## src/rtl/fifo_pkg.sv

```systemverilog
// Shared types and helpers for the programmable synchronous FIFO.
// The count/threshold width holds the values 0..depth inclusive.
package fifo_pkg;

  typedef enum logic {
    FIFO_STD  = 1'b0,
    FIFO_FWFT = 1'b1
  } fifo_mode_e;

  function automatic int cnt_width(input int depth);
    return $clog2(depth + 1);
  endfunction

endpackage

```

## src/rtl/fifo_mem.sv

```systemverilog
// Single-clock FIFO storage: one synchronous write port, one asynchronous read port.
// Contents are not reset; the owning FIFO tracks validity through its pointers and count.
module fifo_mem #(
  parameter int WIDTH = 16,
  parameter int DEPTH = 8,
  localparam int AW   = (DEPTH > 1) ? $clog2(DEPTH) : 1
) (
  input  logic             clk,
  input  logic             we_i,
  input  logic [AW-1:0]    waddr_i,
  input  logic [WIDTH-1:0] wdata_i,
  input  logic [AW-1:0]    raddr_i,
  output logic [WIDTH-1:0] rdata_o
);

  logic [WIDTH-1:0] mem_q [DEPTH];

  // Write port
  always_ff @(posedge clk) begin
    if (we_i) begin
      mem_q[waddr_i] <= wdata_i;
    end
  end

  assign rdata_o = mem_q[raddr_i];

endmodule

```

## src/rtl/sync_fifo_prog.sv

```systemverilog
// Parametrised synchronous FIFO with arbitrary depth, STD or FWFT read mode,
// occupancy count and programmable full/empty thresholds.
module sync_fifo_prog
  import fifo_pkg::*;
#(
  parameter int         FIFO_WIDTH = 16,
  parameter int         FIFO_DEPTH = 8,
  parameter fifo_mode_e MODE       = FIFO_STD,
  localparam int        CNT_W      = cnt_width(FIFO_DEPTH)
) (
  input  logic                  clk,
  input  logic                  rst_n,
  input  logic [FIFO_WIDTH-1:0] data_in,
  input  logic                  wr_en,
  input  logic                  rd_en,
  input  logic [CNT_W-1:0]      prog_full_thresh,
  input  logic [CNT_W-1:0]      prog_empty_thresh,
  output logic [FIFO_WIDTH-1:0] data_out,
  output logic                  wr_ack,
  output logic                  overflow,
  output logic                  underflow,
  output logic                  full,
  output logic                  empty,
  output logic                  almostfull,
  output logic                  almostempty,
  output logic                  prog_full,
  output logic                  prog_empty,
  output logic [CNT_W-1:0]      data_count
);

  localparam int               AW        = $clog2(FIFO_DEPTH);
  localparam logic [AW-1:0]    LAST_PTR  = AW'(FIFO_DEPTH - 1);
  localparam logic [AW-1:0]    PTR_ONE   = AW'(1);
  localparam logic [CNT_W-1:0] CNT_ONE   = CNT_W'(1);
  localparam logic [CNT_W-1:0] CNT_FULL  = CNT_W'(FIFO_DEPTH);
  localparam logic [CNT_W-1:0] CNT_AFULL = CNT_W'(FIFO_DEPTH - 1);

  logic [AW-1:0]         wr_ptr_q, wr_ptr_d;
  logic [AW-1:0]         rd_ptr_q, rd_ptr_d;
  logic [CNT_W-1:0]      count_q, count_d;
  logic [FIFO_WIDTH-1:0] dout_q, dout_d;
  logic                  wr_ack_q, wr_ack_d;
  logic                  overflow_q, overflow_d;
  logic                  underflow_q, underflow_d;
  logic                  wr_acc_s, rd_acc_s;
  logic [FIFO_WIDTH-1:0] mem_rdata_s;

  fifo_mem #(
    .WIDTH (FIFO_WIDTH),
    .DEPTH (FIFO_DEPTH)
  ) u_mem (
    .clk     (clk),
    .we_i    (wr_acc_s),
    .waddr_i (wr_ptr_q),
    .wdata_i (data_in),
    .raddr_i (rd_ptr_q),
    .rdata_o (mem_rdata_s)
  );

  assign full        = (count_q == CNT_FULL);
  assign empty       = (count_q == '0);
  assign almostfull  = (count_q == CNT_AFULL);
  assign almostempty = (count_q == CNT_ONE);
  assign prog_full   = (count_q >= prog_full_thresh);
  assign prog_empty  = (count_q <= prog_empty_thresh);
  assign data_count  = count_q;
  assign wr_ack      = wr_ack_q;
  assign overflow    = overflow_q;
  assign underflow   = underflow_q;

  // FWFT exposes the head word directly; STD presents the word popped at the last accepted read.
  assign data_out = (MODE == FIFO_FWFT) ? mem_rdata_s : dout_q;

  // Acceptance from pre-edge flags; requests during reset are ignored entirely.
  always_comb begin
    wr_acc_s    = rst_n & wr_en & ~full;
    rd_acc_s    = rst_n & rd_en & ~empty;
    wr_ack_d    = wr_acc_s;
    overflow_d  = rst_n & wr_en & full;
    underflow_d = rst_n & rd_en & empty;

    wr_ptr_d = wr_ptr_q;
    if (wr_acc_s) begin
      wr_ptr_d = (wr_ptr_q == LAST_PTR) ? '0 : (wr_ptr_q + PTR_ONE);
    end else begin
      wr_ptr_d = wr_ptr_q;
    end

    rd_ptr_d = rd_ptr_q;
    dout_d   = dout_q;
    if (rd_acc_s) begin
      rd_ptr_d = (rd_ptr_q == LAST_PTR) ? '0 : (rd_ptr_q + PTR_ONE);
      dout_d   = mem_rdata_s;
    end else begin
      rd_ptr_d = rd_ptr_q;
      dout_d   = dout_q;
    end

    count_d = count_q;
    case ({wr_acc_s, rd_acc_s})
      2'b10:   count_d = count_q + CNT_ONE;
      2'b01:   count_d = count_q - CNT_ONE;
      default: count_d = count_q;
    endcase
  end

  // State registers with synchronous active-low reset
  always_ff @(posedge clk) begin
    if (!rst_n) begin
      wr_ptr_q    <= '0;
      rd_ptr_q    <= '0;
      count_q     <= '0;
      dout_q      <= '0;
      wr_ack_q    <= 1'b0;
      overflow_q  <= 1'b0;
      underflow_q <= 1'b0;
    end else begin
      wr_ptr_q    <= wr_ptr_d;
      rd_ptr_q    <= rd_ptr_d;
      count_q     <= count_d;
      dout_q      <= dout_d;
      wr_ack_q    <= wr_ack_d;
      overflow_q  <= overflow_d;
      underflow_q <= underflow_d;
    end
  end

endmodule

```

## config.mk

```make
export PLATFORM = sky130hd
export DESIGN_NAME = sync_fifo_prog
export DESIGN_NICKNAME = d
export VERILOG_FILES = /design/src/rtl/fifo_pkg.sv /design/src/rtl/fifo_mem.sv /design/src/rtl/sync_fifo_prog.sv
export SDC_FILE = /design/constraint.sdc
export NUM_CORES = 1
export LEC_CHECK = 0
export BUFFER_PORTS_ARGS = -buffer_cell sky130_fd_sc_hd__buf_2
export CAP_MARGIN = 20
export CORE_MARGIN = 4
export CORE_UTILIZATION = 40
export CTS_CLUSTER_DIAMETER = 60
export DETAILED_ROUTE_END_ITERATION = 8
export GPL_ROUTABILITY_DRIVEN = 0
export SETUP_SLACK_MARGIN = 0.1
export SLEW_MARGIN = 30
export SYNTH_ARGS = -nofsm -noshare
export SYNTH_HDL_FRONTEND = slang
export SYNTH_HIERARCHICAL = 1
export SYNTH_SLANG_ARGS = --single-unit
```

## constraint.sdc

```tcl
create_clock -name clk -period 3 [get_ports clk]
set_input_delay 0.15 -clock clk [delete_from_list [all_inputs] [get_ports clk]]
set_output_delay 0.15 -clock clk [all_outputs]
set_load 0.02 [all_outputs]
```

==> results.py, run 1 <==
metrics = {
    "flow_run": {
        "maxCapViolations": 0,
    },
    "layout": {
        "multiInputGateArea_sq_mm": 0.001800,
        "instances_no_fill": 672,
        "area_growth_pct": 18.58,
        "seqCellArea_sq_mm": 0.004425,
        "n_antenna_cell": 0,
        "finalNetCount": 493,
        "num-fill-cells": 1278,
        "finish.utilization_pct": 49.05,
        "drive_above_1_share_pct": 27.11,
    },
    "clock_network": {
        "clock-root-buffer": "clkbuf_16",
        "cts.clk_slew.worst_paths_ns": 0.05,
        "htreeDepth": 4,
        "ctsResizeCount": 0,
        "clk_latency_ns": 0.41,
        "cts_buffers": 17,
        "clockBufferDepth": 2,
        "cts_tree": "done",
        "postCtsSetupBuffers": 0,
        "clkSinkCount": 157,
    },
    "global_routing": {
        "grt_pass1_vias": 3338,
        "grt_max_degree": 38,
        "antenna_found_initial": 0,
        "grt_first_pass_wirelength_um": 17960,
        "grt_usage_pct": 13.47,
        "grt.overflow.total": 0,
    },
    "sta": {
        "fin_worst_skew_ns": 0.004449,
        "finalHoldViolCount": 0,
        "worst_pin_slew_ns": 0.7865,
        "rsz0062_at_grt": "false",
        "setup-tns-final_ns": 0,
        "fin_crit_sh_pct": 78.05,
        "final_max_slew_viol_count": 0,
        "period_needed_ns": 2.342,
        "hold_ws_ns": 0.01246,
        "clock.fmax_mhz": 427.1,
        "relSlewSlack_pct": 47.50,
        "setup_viol": 0,
    },
    "synth": {
        "ys_types": 37,
        "yosysTopAreaCell": "edfxtp_1",
        "synth_fp_nets": 410,
        "ys_top_cells_by_count": "128 x edfxtp_1, 47 x nand2_1, 29 x dfxtp_1",
        "ys_async_sr_fraction_pct": 0,
        "syn_avg_cell_area_sq_um": 17.37,
        "ys_seq_elements": 157,
        "syn_inst": 366,
        "synthTopCellsByArea": "edfxtp_1 60%, mux4_1 12%, dfxtp_1 9.1%, ha_1 3.1%, mux2_2 2.8%",
        "synth_most_common_cell": "edfxtp_1",
        "synth_ff_type": "edfxtp_1",
        "synthesis.area_sq_mm": 0.006359,
        "ys_seq_area_share_pct": 69.58,
        "synth_edf_count": 128,
        "yosys_warnings": 6,
        "synth_top_area_share_pct": 60.45,
    },
    "floorplan": {
        "core_sq_mm": 0.01537,
        "floorplan.die.height_um": 134.1,
        "ios": 57,
        "rows": 45,
        "dieArea_sq_mm": 0.01798,
        "die_w_um": 134.1,
        "start_util_pct": 41.37,
    },
    "place": {
        "dp_cells": 636,
        "dp_hpwl_um": 7349,
        "port_buffers": 56,
    },
    "power": {
        "finalPower_w": 0.004753,
        "irDropWorstVdd_uv": 415.0,
        "power_leakage_nw": 2.715,
        "p_per_area_mw_per_mm2": 630.3,
    },
    "drt": {
        "drt-pass1-iter-count": 4,
        "wl_per_cell_um": 17.21,
        "drt-initial-drc-count": 116,
        "finalWirelength_um": 11570,
        "drc": 0,
        "vias": 3322,
        "ant_nets": 0,
        "detail_route.vias_per_cell": 4.943,
    },
    "worst_hold_path": {
        "hold_path.class": "input port to register",
    },
    "setup_path": {
        "cp-start-kind": "register",
        "worstPathArrival_ns": 2.64,
        "crit_path_max_incr_delay_ns": 0.47,
        "crit_path_end_kind": "register",
        "critPathMaxFanout": 7,
        "path_class": "register to register",
        "crit_required_ns": 3.30,
        "slowest_stage": "or4b_1",
        "critical_path_buf_inv_count": 1,
        "reg2reg_slack_ns": 0.66,
        "worstPathCellList": "inv_1 > ha_1 > nor3b_2 > nor2_2 > ha_1 > or4b_1 > a21oi_2 > xor2_1 > and2_1",
        "path_common_cell": "ha_1",
        "cp_top_family": "simple AND/OR/NAND/NOR gates",
    },
    "outcome": {
        "status": "completed",
    },
}
flip-flops by register name, summed over array words and instances (netlist names):
signal	flops
u_mem/mem_q	128
underflow	1
wr_ptr_q	3
data_out	16
overflow	1
rd_ptr_q	3
wr_ack	1
data_count	4
layout by cell type (no fill, tap or decap), types with 2 or more instances in the layout:
cell type and count:
a21boi_0 4, xnor2_1 2, inv_1 12, nand2b_1 3, clkinv_2 2, buf_4 18, mux4_2 4, clkbuf_16 17
o21ai_0 22, edfxtp_1 128, nand3_1 2, nand3b_1 3, dfxtp_1 28, nand2_1 47, clkbuf_1 5, ha_1 16
dlygate4sd3_1 5, mux2_2 16, and2_1 3, clkinv_1 4, nor3_2 2, nor2_1 11, a21oi_1 3, mux4_1 28
buf_2 56
worst paths after layout:
kind / from / end / depth (start not counted)
min reg2reg: data_out[0] / data_out[0] / 2
max reg2reg: data_count[0] / data_count[3] / 9
min: data_in[8] / u_mem/mem_q[1][8] / 1
max: data_count[0] / data_count[3] / 9
cells by family (layout without fill, tap and decap cells):
kind of cell,after synthesis,after routing,share of synthesized area [%]
mux,49,49,15.98
flops,157,157,69.58
fa+ha+maj,16,16,3.148
buf+inv,29,124,2.302
simple gates,80,80,5.805
compound gates,32,32,2.775
xor+xnor,3,3,0.4133
where the power goes:
part	internal, W	leakage (nW)	switching [W]
Clock	0.00112	0.248	0.000761
Combinational	0.000197	1.07	0.000222
Sequential	0.00241	1.39	0.0000395
Total	0.00373	2.72	0.00102
layer usage:
metal	GRT usage, %	wire (um)	share of wire (%)
met5	0	0	0
met4	5.317	176	1.5
met3	3.826	483	4.2
met2	21.67	5576	48
met1	17.42	5330	46
layout make-up:
class	instances	share of cell area, %
clock inverter	9	0.9459
sequential	157	58.70
tap	211	3.501
clock buffer	22	5.891
inverter	13	0.6472
multi-input combinational	180	23.88
timing repair buffer	80	6.439
what timing repair did:
| item | 4_1_cts | 5_1_grt |
|---|---|---|
| hold endpoints to repair | 26 | 0 |
| setup endpoints to repair | 0 | 0 |
| hold buffers | 5 | 0 |
stage by stage:
step                cell area, sq um  worst slack [ns]
floorplan                       6359            0.1053
global route                    7540            0.4897
global placement                6974            0.7240
finish                          7540            0.6584
CTS                             7540            0.6499
detailed placement              6974            0.6596
worst reg2reg max path, stage by stage, from the launching register on:
cell	delay [ns]
dfxtp_1	0.45
inv_1	0.13
ha_1	0.25
nor3b_2	0.18
nor2_2	0.14
ha_1	0.24
or4b_1	0.47
a21oi_2	0.16
xor2_1	0.07
and2_1	0.16
No activity file was read; power rests on OpenSTA's default activity.
==> inputs of run 2 (changes only) <==
ABC_AREA = 1   (was not set)
clock period = 2.3 ns   (was 3 ns; I/O delays follow)
==> run 2 against run 1 <==
Against the previous run: sequential cell count stayed put; largest power group unchanged; sequential share of layout area decreased by 5.3 points; critical endpoint is now u_mem/mem_q[5][9]; largest cell class unchanged; global-route usage up 2.7 points.
==> results.py, run 2 <==
metrics = {
    "sta": {
        "period_needed_ns": 2.051,
        "final_max_slew_viol_count": 0,
        "fin_worst_skew_ns": 0.006462,
        "worst_pin_slew_ns": 0.5256,
        "rsz0062_at_grt": "false",
        "relSlewSlack_pct": 64.92,
        "fin_crit_sh_pct": 89.16,
        "hold_ws_ns": 0.02030,
        "finalHoldViolCount": 0,
        "clock.fmax_mhz": 487.6,
        "setup_viol": 0,
    },
    "floorplan": {
        "core_sq_mm": 0.01736,
        "start_util_pct": 40.96,
        "ios": 57,
        "die_w_um": 141.3,
        "rows": 48,
        "floorplan.die.height_um": 141.3,
        "dieArea_sq_mm": 0.01997,
    },
    "layout": {
        "largest_register_ffs": 128,
        "finalNetCount": 870,
        "most-common-layout-cells": "266 x nand2_1, 153 x inv_1, 128 x edfxtp_1, 89 x nand3_1, 56 x buf_2",
        "final_common_cell": "nand2_1",
        "drive_above_1_share_pct": 14.42,
        "area_growth_pct": 16.56,
        "num-fill-cells": 1620,
        "n_antenna_cell": 0,
        "regMostFlops": "u_mem/mem_q",
        "finish.utilization_pct": 47.74,
    },
    "worst_hold_path": {
        "hold_path.class": "input port to register",
    },
    "synth": {
        "synth_fp_nets": 802,
        "ys_types": 25,
        "ys_async_sr_fraction_pct": 0,
        "syn_avg_cell_area_sq_um": 9.379,
        "ys_seq_area_share_pct": 62.23,
        "yosys_warnings": 6,
        "synth_top_area_share_pct": 54.07,
        "synthTopCellsByArea": "edfxtp_1 54%, nand2_1 14%, dfxtp_1 8.2%, inv_1 8.1%, nand3_1 6.3%",
        "synth_edf_count": 128,
        "ys_top_cells_by_count": "266 x nand2_1, 153 x inv_1, 128 x edfxtp_1",
        "syn_inst": 758,
        "synthesis.area_sq_mm": 0.007109,
        "synth_ff_type": "edfxtp_1",
        "yosysTopAreaCell": "edfxtp_1",
        "synth_most_common_cell": "nand2_1",
        "ys_seq_elements": 157,
    },
    "clock_network": {
        "htreeDepth": 4,
        "clockBufferDepth": 2,
        "clkSinkCount": 157,
        "cts_tree": "done",
        "cts.clk_slew.worst_paths_ns": 0.06,
        "clk_latency_ns": 0.41,
        "clock-root-buffer": "clkbuf_16",
        "cts_buffers": 17,
    },
    "drt": {
        "drt-initial-drc-count": 408,
        "vias": 4874,
        "detail_route.vias_per_cell": 4.581,
        "wl_per_cell_um": 14.55,
        "drc": 0,
        "finalWirelength_um": 15480,
        "ant_nets": 0,
        "drt-pass1-iter-count": 5,
    },
    "setup_path": {
        "crit_path_end_kind": "register",
        "cp-start-kind": "register",
        "critPathMaxFanout": 16,
        "path_class": "register to register",
        "crit_required_ns": 2.40,
        "worstPathArrival_ns": 2.15,
    },
    "place": {
        "port_buffers": 56,
        "dp_hpwl_um": 10080,
    },
    "power": {
        "p_per_area_mw_per_mm2": 831.9,
        "irDropWorstVdd_uv": 609.4,
        "power_leakage_nw": 3.957,
    },
    "global_routing": {
        "grt_pass1_vias": 4494,
        "grt_first_pass_wirelength_um": 24630,
        "grt_usage_pct": 16.16,
        "antenna_found_initial": 0,
        "grt_max_degree": 67,
        "grt.overflow.total": 0,
    },
    "outcome": {
        "status": "completed",
    },
    "flow_run": {
        "maxCapViolations": 0,
    },
}
==> run 2: cell types whose count changed in the layout (fill, tap and decap cells not counted), sizes merged, moves of 4 or more <==
| cell | delta |
|---|---|
| a21boi | -4 |
| nand3 | +88 |
| inv | +147 |
| nand2 | +221 |
| o21ai | -15 |
| nor2 | +9 |
| mux2 | -16 |
| mux4 | -32 |
==> run 2: repair_timing <==
action,4_1_cts,5_1_grt
setup buffers,0,0
endpoints found under the setup margin,0,16
hold buffers,5,0
resized for setup,0,1
hold endpoints to repair,9,0
==> run 2: report_power, final <==
group | switching, W | internal [W] | total (W) | leakage [nW]
clock | 0.00108 | 0.00168 | 0.00275 | 0.290
sequential | 0.0000547 | 0.00317 | 0.00322 | 1.39
combinational | 0.000623 | 0.000292 | 0.000915 | 2.27
==> run 2: path summary, 6_finish.rpt <==
kind | start | end | slack [ns] | cells after the start
setup / recovery | data_count[0] | u_mem/mem_q[5][9] | 0.25 | 8
hold / removal | data_in[5] | u_mem/mem_q[5][5] | 0.02 | 1
setup reg to reg | data_count[0] | u_mem/mem_q[5][9] | 0.25 | 8
hold reg to reg | data_out[0] | data_out[0] | 0.46 | 2
==> run 2: kinds of logic after synthesis <==
family,Yosys count,synth area share [%]
AOI/OAI and AO/OA,15,1.144
and+or+nand+nor,382,22.25
DFF,157,62.23
buffers and inverters,187,11.44
adders and majority gates,16,2.816
xor gates and xnor gates,1,0.1232
==> run 2: area by class of cell <==
class	count	area [sq um]	share of cell area [%]
clock buffers	23	511.7	6.175
clock inverters	9	78.83	0.9512
multi-input cells	414	1892	22.83
flip-flops and latches	157	4425	53.40
well taps	225	281.5	3.397
inverters	158	598.1	7.217
repair buffers	78	499.2	6.024
==> run 2: layer usage <==
metal	routed length, um	up-vias	track usage (%)	share of wire (%)
met5	0	-	0	0
met4	161	0	5.099	1.0
met1	7629	2231	24.73	49
li1	-	2502	-	-
met2	6567	127	22.97	42
met3	1119	14	3.370	7.2
==> run 2: per-stage QoR <==
step | TNS, ns | setup slack, ns | cells | power [W] | instance area (sq um)
finish | 0 | 0.2493 | 1064 | 0.006893 | 8287
global route | 0 | 0.1020 | 1064 | 0.007245 | 8287
CTS | 0 | 0.2616 | 1064 | 0.006964 | 8283
detailed placement | 0 | 0.2724 | 1027 | 0.004199 | 7642
global placement | 0 | 0.3314 | 1027 | 0.004194 | 7642
floorplan | -10.90 | -0.09227 | 758 | 0.003922 | 7109
==> run 2: worst max-delay path, stage by stage, from the launching register on <==
cell	delay, ns
dfxtp_1	0.40
inv_1	0.15
ha_1	0.29
nand3_2	0.12
nand2_2	0.11
inv_2	0.10
nand2_1	0.15
nor2_2	0.14
buf_4	0.26
